## src/rtl/fetch_if.sv

```systemverilog
// fetch_if: bundles the fetch stage's upstream, downstream and memory-port signals.
//   master modport: fetch stage side (accepts PC, drives memory request and output word)
//   slave modport : environment side (PC source, downstream consumer, memory controller)
//   fetch_fault exists only when FETCH_TIMEOUT_EN is defined.
interface fetch_if;
  logic        DIR;
  logic [31:0] data_in;
  logic        ack_out;
  logic        DOR;
  logic [31:0] data_out;
  logic        ack_in;
  logic        mem_en;
  logic        mem_burst_en;
  logic        mem_we;
  logic [15:0] mem_addr;
  logic [31:0] mem_di;
  logic        mem_do_ack;
  logic [31:0] mem_do;
  logic [15:0] fetch_count;
`ifdef FETCH_TIMEOUT_EN
  logic        fetch_fault;
`endif
  modport master (
    input  DIR, data_in, ack_in, mem_do_ack, mem_do,
    output ack_out, DOR, data_out, mem_en, mem_burst_en, mem_we, mem_addr, mem_di, fetch_count
`ifdef FETCH_TIMEOUT_EN
    , output fetch_fault
`endif
  );
  modport slave (
    output DIR, data_in, ack_in, mem_do_ack, mem_do,
    input  ack_out, DOR, data_out, mem_en, mem_burst_en, mem_we, mem_addr, mem_di, fetch_count
`ifdef FETCH_TIMEOUT_EN
    , input fetch_fault
`endif
  );
endinterface

```

## src/rtl/fetch_stage.sv

```systemverilog
// fetch_stage: single-entry instruction fetch; accepts a byte PC, reads one word, offers it downstream.
//   clk   : system clock, posedge
//   reset : synchronous, active-low
//   bus   : fetch_if.master (DIR/data_in/ack_out upstream, DOR/data_out/ack_in downstream,
//           mem_* read-only device port, fetch_count completed fetches)
//   Optional FETCH_TIMEOUT_EN: MEM_REQ watchdog of TIMEOUT_CYCLES, adds fetch_fault.
module fetch_stage #(
  parameter int ADDR_LSB       = 2,
  parameter int TIMEOUT_CYCLES = 64
) (
  input logic     clk,
  input logic     reset,
  fetch_if.master bus
);
  typedef enum logic [1:0] {IDLE, MEM_REQ, OUT_VALID} state_t;
  state_t state;
  logic   armed;
  logic   unused_data_in;
  assign unused_data_in   = ^bus.data_in;
  assign bus.mem_burst_en = 1'b0;
  assign bus.mem_we       = 1'b0;
  assign bus.mem_di       = '0;
`ifdef FETCH_TIMEOUT_EN
  localparam int CW = $clog2(TIMEOUT_CYCLES) + 1;
  logic [CW-1:0] cnt;
  logic          expired;
  assign expired = cnt == CW'(TIMEOUT_CYCLES - 1);
`endif
  always_ff @(posedge clk) begin
    if (!reset) begin
      state           <= IDLE;
      armed           <= 1'b1;
      bus.ack_out     <= 1'b0;
      bus.DOR         <= 1'b0;
      bus.data_out    <= '0;
      bus.mem_en      <= 1'b0;
      bus.mem_addr    <= '0;
      bus.fetch_count <= '0;
`ifdef FETCH_TIMEOUT_EN
      bus.fetch_fault <= 1'b0;
      cnt             <= '0;
`endif
    end else begin
      bus.ack_out <= 1'b0;
      // upstream only drops DIR after seeing ack_out, so a low DIR re-arms acceptance
      if (!bus.DIR) armed <= 1'b1;
      case (state)
        IDLE: if (bus.DIR && armed) begin
          bus.mem_addr <= bus.data_in[ADDR_LSB+15:ADDR_LSB];
          bus.ack_out  <= 1'b1;
          bus.mem_en   <= 1'b1;
          armed        <= 1'b0;
          state        <= MEM_REQ;
`ifdef FETCH_TIMEOUT_EN
          cnt          <= '0;
`endif
        end
        MEM_REQ: if (bus.mem_do_ack) begin
          bus.data_out    <= bus.mem_do;
          bus.mem_en      <= 1'b0;
          bus.DOR         <= 1'b1;
          bus.fetch_count <= bus.fetch_count + 16'd1;
          state           <= OUT_VALID;
`ifdef FETCH_TIMEOUT_EN
        end else if (expired) begin
          bus.data_out    <= 32'hDEADBEEF;
          bus.mem_en      <= 1'b0;
          bus.DOR         <= 1'b1;
          bus.fetch_fault <= 1'b1;
          state           <= OUT_VALID;
        end else begin
          cnt <= cnt + 1'b1;
`endif
        end
        OUT_VALID: if (bus.ack_in) begin
          bus.DOR <= 1'b0;
`ifdef FETCH_TIMEOUT_EN
          bus.fetch_fault <= 1'b0;
`endif
          state   <= IDLE;
        end
        default: state <= IDLE;
      endcase
    end
  end
endmodule

```

## src/flat_wrapper.sv

```systemverilog
// flat-port wrapper written by rule: the top's interface ports become plain ports
module fetch_stage_flat 
#(
  parameter int ADDR_LSB       = 2,
  parameter int TIMEOUT_CYCLES = 64
)
  (clk, reset, bus_DIR, bus_data_in, bus_ack_in, bus_mem_do_ack, bus_mem_do, bus_ack_out, bus_DOR, bus_data_out, bus_mem_en, bus_mem_burst_en, bus_mem_we, bus_mem_addr, bus_mem_di, bus_fetch_count);
  fetch_if bus_i ();
  input logic clk;
  input logic reset;
  input wire logic [$bits(bus_i.DIR)-1:0] bus_DIR;
  input wire logic [$bits(bus_i.data_in)-1:0] bus_data_in;
  input wire logic [$bits(bus_i.ack_in)-1:0] bus_ack_in;
  input wire logic [$bits(bus_i.mem_do_ack)-1:0] bus_mem_do_ack;
  input wire logic [$bits(bus_i.mem_do)-1:0] bus_mem_do;
  output wire logic [$bits(bus_i.ack_out)-1:0] bus_ack_out;
  output wire logic [$bits(bus_i.DOR)-1:0] bus_DOR;
  output wire logic [$bits(bus_i.data_out)-1:0] bus_data_out;
  output wire logic [$bits(bus_i.mem_en)-1:0] bus_mem_en;
  output wire logic [$bits(bus_i.mem_burst_en)-1:0] bus_mem_burst_en;
  output wire logic [$bits(bus_i.mem_we)-1:0] bus_mem_we;
  output wire logic [$bits(bus_i.mem_addr)-1:0] bus_mem_addr;
  output wire logic [$bits(bus_i.mem_di)-1:0] bus_mem_di;
  output wire logic [$bits(bus_i.fetch_count)-1:0] bus_fetch_count;
  assign bus_i.DIR = bus_DIR;
  assign bus_i.data_in = bus_data_in;
  assign bus_i.ack_in = bus_ack_in;
  assign bus_i.mem_do_ack = bus_mem_do_ack;
  assign bus_i.mem_do = bus_mem_do;
  assign bus_ack_out = bus_i.ack_out;
  assign bus_DOR = bus_i.DOR;
  assign bus_data_out = bus_i.data_out;
  assign bus_mem_en = bus_i.mem_en;
  assign bus_mem_burst_en = bus_i.mem_burst_en;
  assign bus_mem_we = bus_i.mem_we;
  assign bus_mem_addr = bus_i.mem_addr;
  assign bus_mem_di = bus_i.mem_di;
  assign bus_fetch_count = bus_i.fetch_count;
  fetch_stage #(.ADDR_LSB(ADDR_LSB), .TIMEOUT_CYCLES(TIMEOUT_CYCLES)) u_core (.clk(clk), .reset(reset), .bus(bus_i));
endmodule
```

## config.mk

```make
export PLATFORM = sky130hd
export DESIGN_NAME = fetch_stage_flat
export DESIGN_NICKNAME = d
export VERILOG_FILES = /design/src/rtl/fetch_if.sv /design/src/rtl/fetch_stage.sv /design/src/flat_wrapper.sv
export SDC_FILE = /design/constraint.sdc
export NUM_CORES = 1
export LEC_CHECK = 0
export ABC_CLOCK_PERIOD_IN_PS = 2500
export BUFFER_PORTS_ARGS = -buffer_cell sky130_fd_sc_hd__buf_4
export CORE_MARGIN = 3
export CORE_UTILIZATION = 35
export CTS_BUF_LIST = sky130_fd_sc_hd__clkbuf_4
export DETAILED_ROUTE_END_ITERATION = 8
export PLACE_DENSITY = 0.73
export SYNTH_ARGS = -nofsm -noshare
export SYNTH_HDL_FRONTEND = slang
export SYNTH_SLANG_ARGS = --single-unit
```

## constraint.sdc

```tcl
create_clock -name clk -period 2.5 [get_ports clk]
set_input_delay 0.5 -clock clk [delete_from_list [all_inputs] [get_ports clk]]
set_output_delay 0.5 -clock clk [all_outputs]
set_load 0.01 [all_outputs]
```

==> impl_metrics.toml <==
[power]
p_seq_share_pct = 51.9
p_int_mw = 1.72
power.density_nw_per_um2 = 596
switchingPower_mw = 0.569
power_leakage_nw = 1.68
irDropWorstVdd_mv = 0.310
p_total_mw = 2.29
power_frac_clock_pct = 35.3
comb_power_share_pct = 12.8
swShare_pct = 24.8

[timing]
finalSetupViolCount = 0
finalSetupTns_ns = 0
hold_violations = 0
setup_ws_ns = 0.660
drv_slew = 0
fin_hold_ws_ns = 0.287
fmax_mhz = 543
grt_setup_unrepaired = "no"
min_period_ns = 1.84
slew_headroom_pct = 50.1
clock_skew_ns = 0.00920
worst_pin_slew_ns = 0.746
fin_crit_sh_pct = 73.6

[global_routing]
grt_max_degree = 43
grt_pass1_wl_mm = 10.9
overflow = 0
grt_pass1_vias = 2427
antenna_found_initial = 0
grt.total_usage_pct = 14.9

[floorplanning]
die_x_um = 96.1
rows = 32
start_util_pct = 36.4
dieArea_um2 = 9230
die_height_um = 96.1
core_um2 = 7810
pin_count = 170

[clocking]
postCtsSetupBuffers = 0
numCtsBuffers = 9
path_clk_slew_ns = 0.11
clk_path_buf_depth = 2
cts_hold_buf = 0
ctsRootBufferMaster = "clkbuf_4"
cts_tree = "built"
clock-sinks = 70
htree_levels = 3
post_cts_resized = 0
clk-insertion-delay-late_ns = 0.39

[yosys]
synth-compound-area-share_pct = 12.0
synth.mux.area_fraction_pct = 0
ys_warn_count = 0
synth-seq-area-share_pct = 49.3
synth_cell_types = 33
synth_fa_ha_area_share_pct = 0.441
yosys.area_share.simple_pct = 23.2
ys_ff_latch = 70
synth.cell_area_um2 = 2840
synth_xor_area_share_pct = 2.78
synth_top_family_by_area = "simple AND/OR/NAND/NOR gates"
synthCells = 356
syn_area_per_cell_um2 = 7.98

[job]
max_cap_violations = 0

[routing]
wl_mm = 6.88
drt-pass1-iter-count = 4
drt_iter0_drc = 87
num_vias = 2612
final_antenna_net_count = 0
via_per_inst = 4.55
drcViolationCount = 0
wl_per_cell_um = 12.0

[critical_path]
cp-end-kind = "register"
worst_ep_arrival_time_ns = 2.17
crit_fanout = 10
crit_required_ns = 2.83
reg2reg_slack_ns = 0.66
crit_type = "reg2reg"
worst_setup_path_start_kind = "register"

[layout]
nets = 537
finalInstanceArea_um2 = 3840
diodes = 0
drive_gt1_share_pct = 30.9
areaGrowthSynthToFinish_pct = 35.3
utilization_pct = 49.2
finalNonFillerCells = 574
final_cell_mix = "121 x buf_4, 107 x nand2_1, 70 x dfxtp_1"
final_common_cell = "buf_4"

[placed_design]
dp_cells = 558
dpl_worst_slack_ns = 0.655
postPlaceCellArea_um2 = 3690
portBuffers = 119
hpwl_mm = 4.90
place_congestion = 0.712

[status]
outcome = "finished, final reports clean"

[hold_path]
hold_path.class = "in2reg"
-- routing by layer --
metal	track usage, %	wire, um	part of all wire (%)
met1	17.6	2880	42
met3	5.39	525	7.6
met5	0	0	0
met4	5.57	125	1.8
met2	24.7	3350	49
-- final timing paths --
| check | depth (start not counted) | startpoint | end |
|---|---|---|---|
| worst min register to register | 2 | u_core.bus.mem_en | u_core.bus.mem_en |
| worst min-delay path | 2 | bus_DIR | u_core.armed |
| worst max-delay path | 4 | u_core.bus.fetch_count[4] | u_core.bus.fetch_count[13] |
| worst max register to register | 4 | u_core.bus.fetch_count[4] | u_core.bus.fetch_count[13] |
-- synth_stat cells (all sizes together) --
master	number	area, um^2
nand3	7	35.0
or3b	1	8.76
nand3b	1	7.51
or4	3	22.5
o21bai	1	7.51
nor4	2	12.5
and2	1	6.26
and4	1	10.0
buf	40	280
o21ai	3	15.0
xor2	4	35.0
inv	2	7.51
clkbuf	15	56.3
or2	1	6.26
nand2	107	402
and3	2	13.8
nand4	3	25.0
nor2	15	56.3
xnor2	5	43.8
and4b	1	10.0
nor3	2	10.0
o31ai	3	22.5
ha	1	12.5
conb	1	3.75
nand2b	1	6.26
a21oi	59	295
or3	4	27.5
dfxtp	70	1400
-- power groups by stage --
stage / Combinational, mW / Sequential [mW] / Clock, mW
detailed placement: 0.296 / 1.21 / 0
finish: 0.293 / 1.19 / 0.808
global placement: 0.293 / 1.21 / 0
CTS: 0.296 / 1.19 / 0.832
global route: 0.327 / 1.19 / 0.891
floorplan: 0.163 / 1.23 / 0
-- state kept, by name, summed over array words and instances, names as in the netlist --
register / flops
u_core.armed: 1
u_core.bus.DOR: 1
u_core.bus.data_out: 32
u_core.state: 2
u_core.bus.fetch_count: 16
u_core.bus.mem_en: 1
u_core.bus.mem_addr: 16
u_core.bus.ack_out: 1
-- worst max-delay path, stage by stage, from the launching register on --
cell and delay [ns]:
dfxtp_1 0.45, nand4_2 0.15, or3_1 0.52, or4_1 0.51
a21oi_1 0.14
-- cell type report --
type / count / area, um^2
sequential: 70 / 1400
inverter: 2 / 7.51
clock inverter: 5 / 73.8
timing repair buffer: 122 / 928
clock buffer: 11 / 82.6
multi-input combinational: 262 / 1220
tap: 102 / 128
fill: 793 / 3970
-- kinds of logic (layout without fill, tap and decap cells) --
logic type      after synthesis  in the layout
buf+inv                      57            140
compound gates               66             66
flops                        70             70
simple gates                152            152
other cells                   1             34
fa+ha+maj                     1              1
xor+xnor                      9              9
No activity file was read; power rests on OpenSTA's default activity.
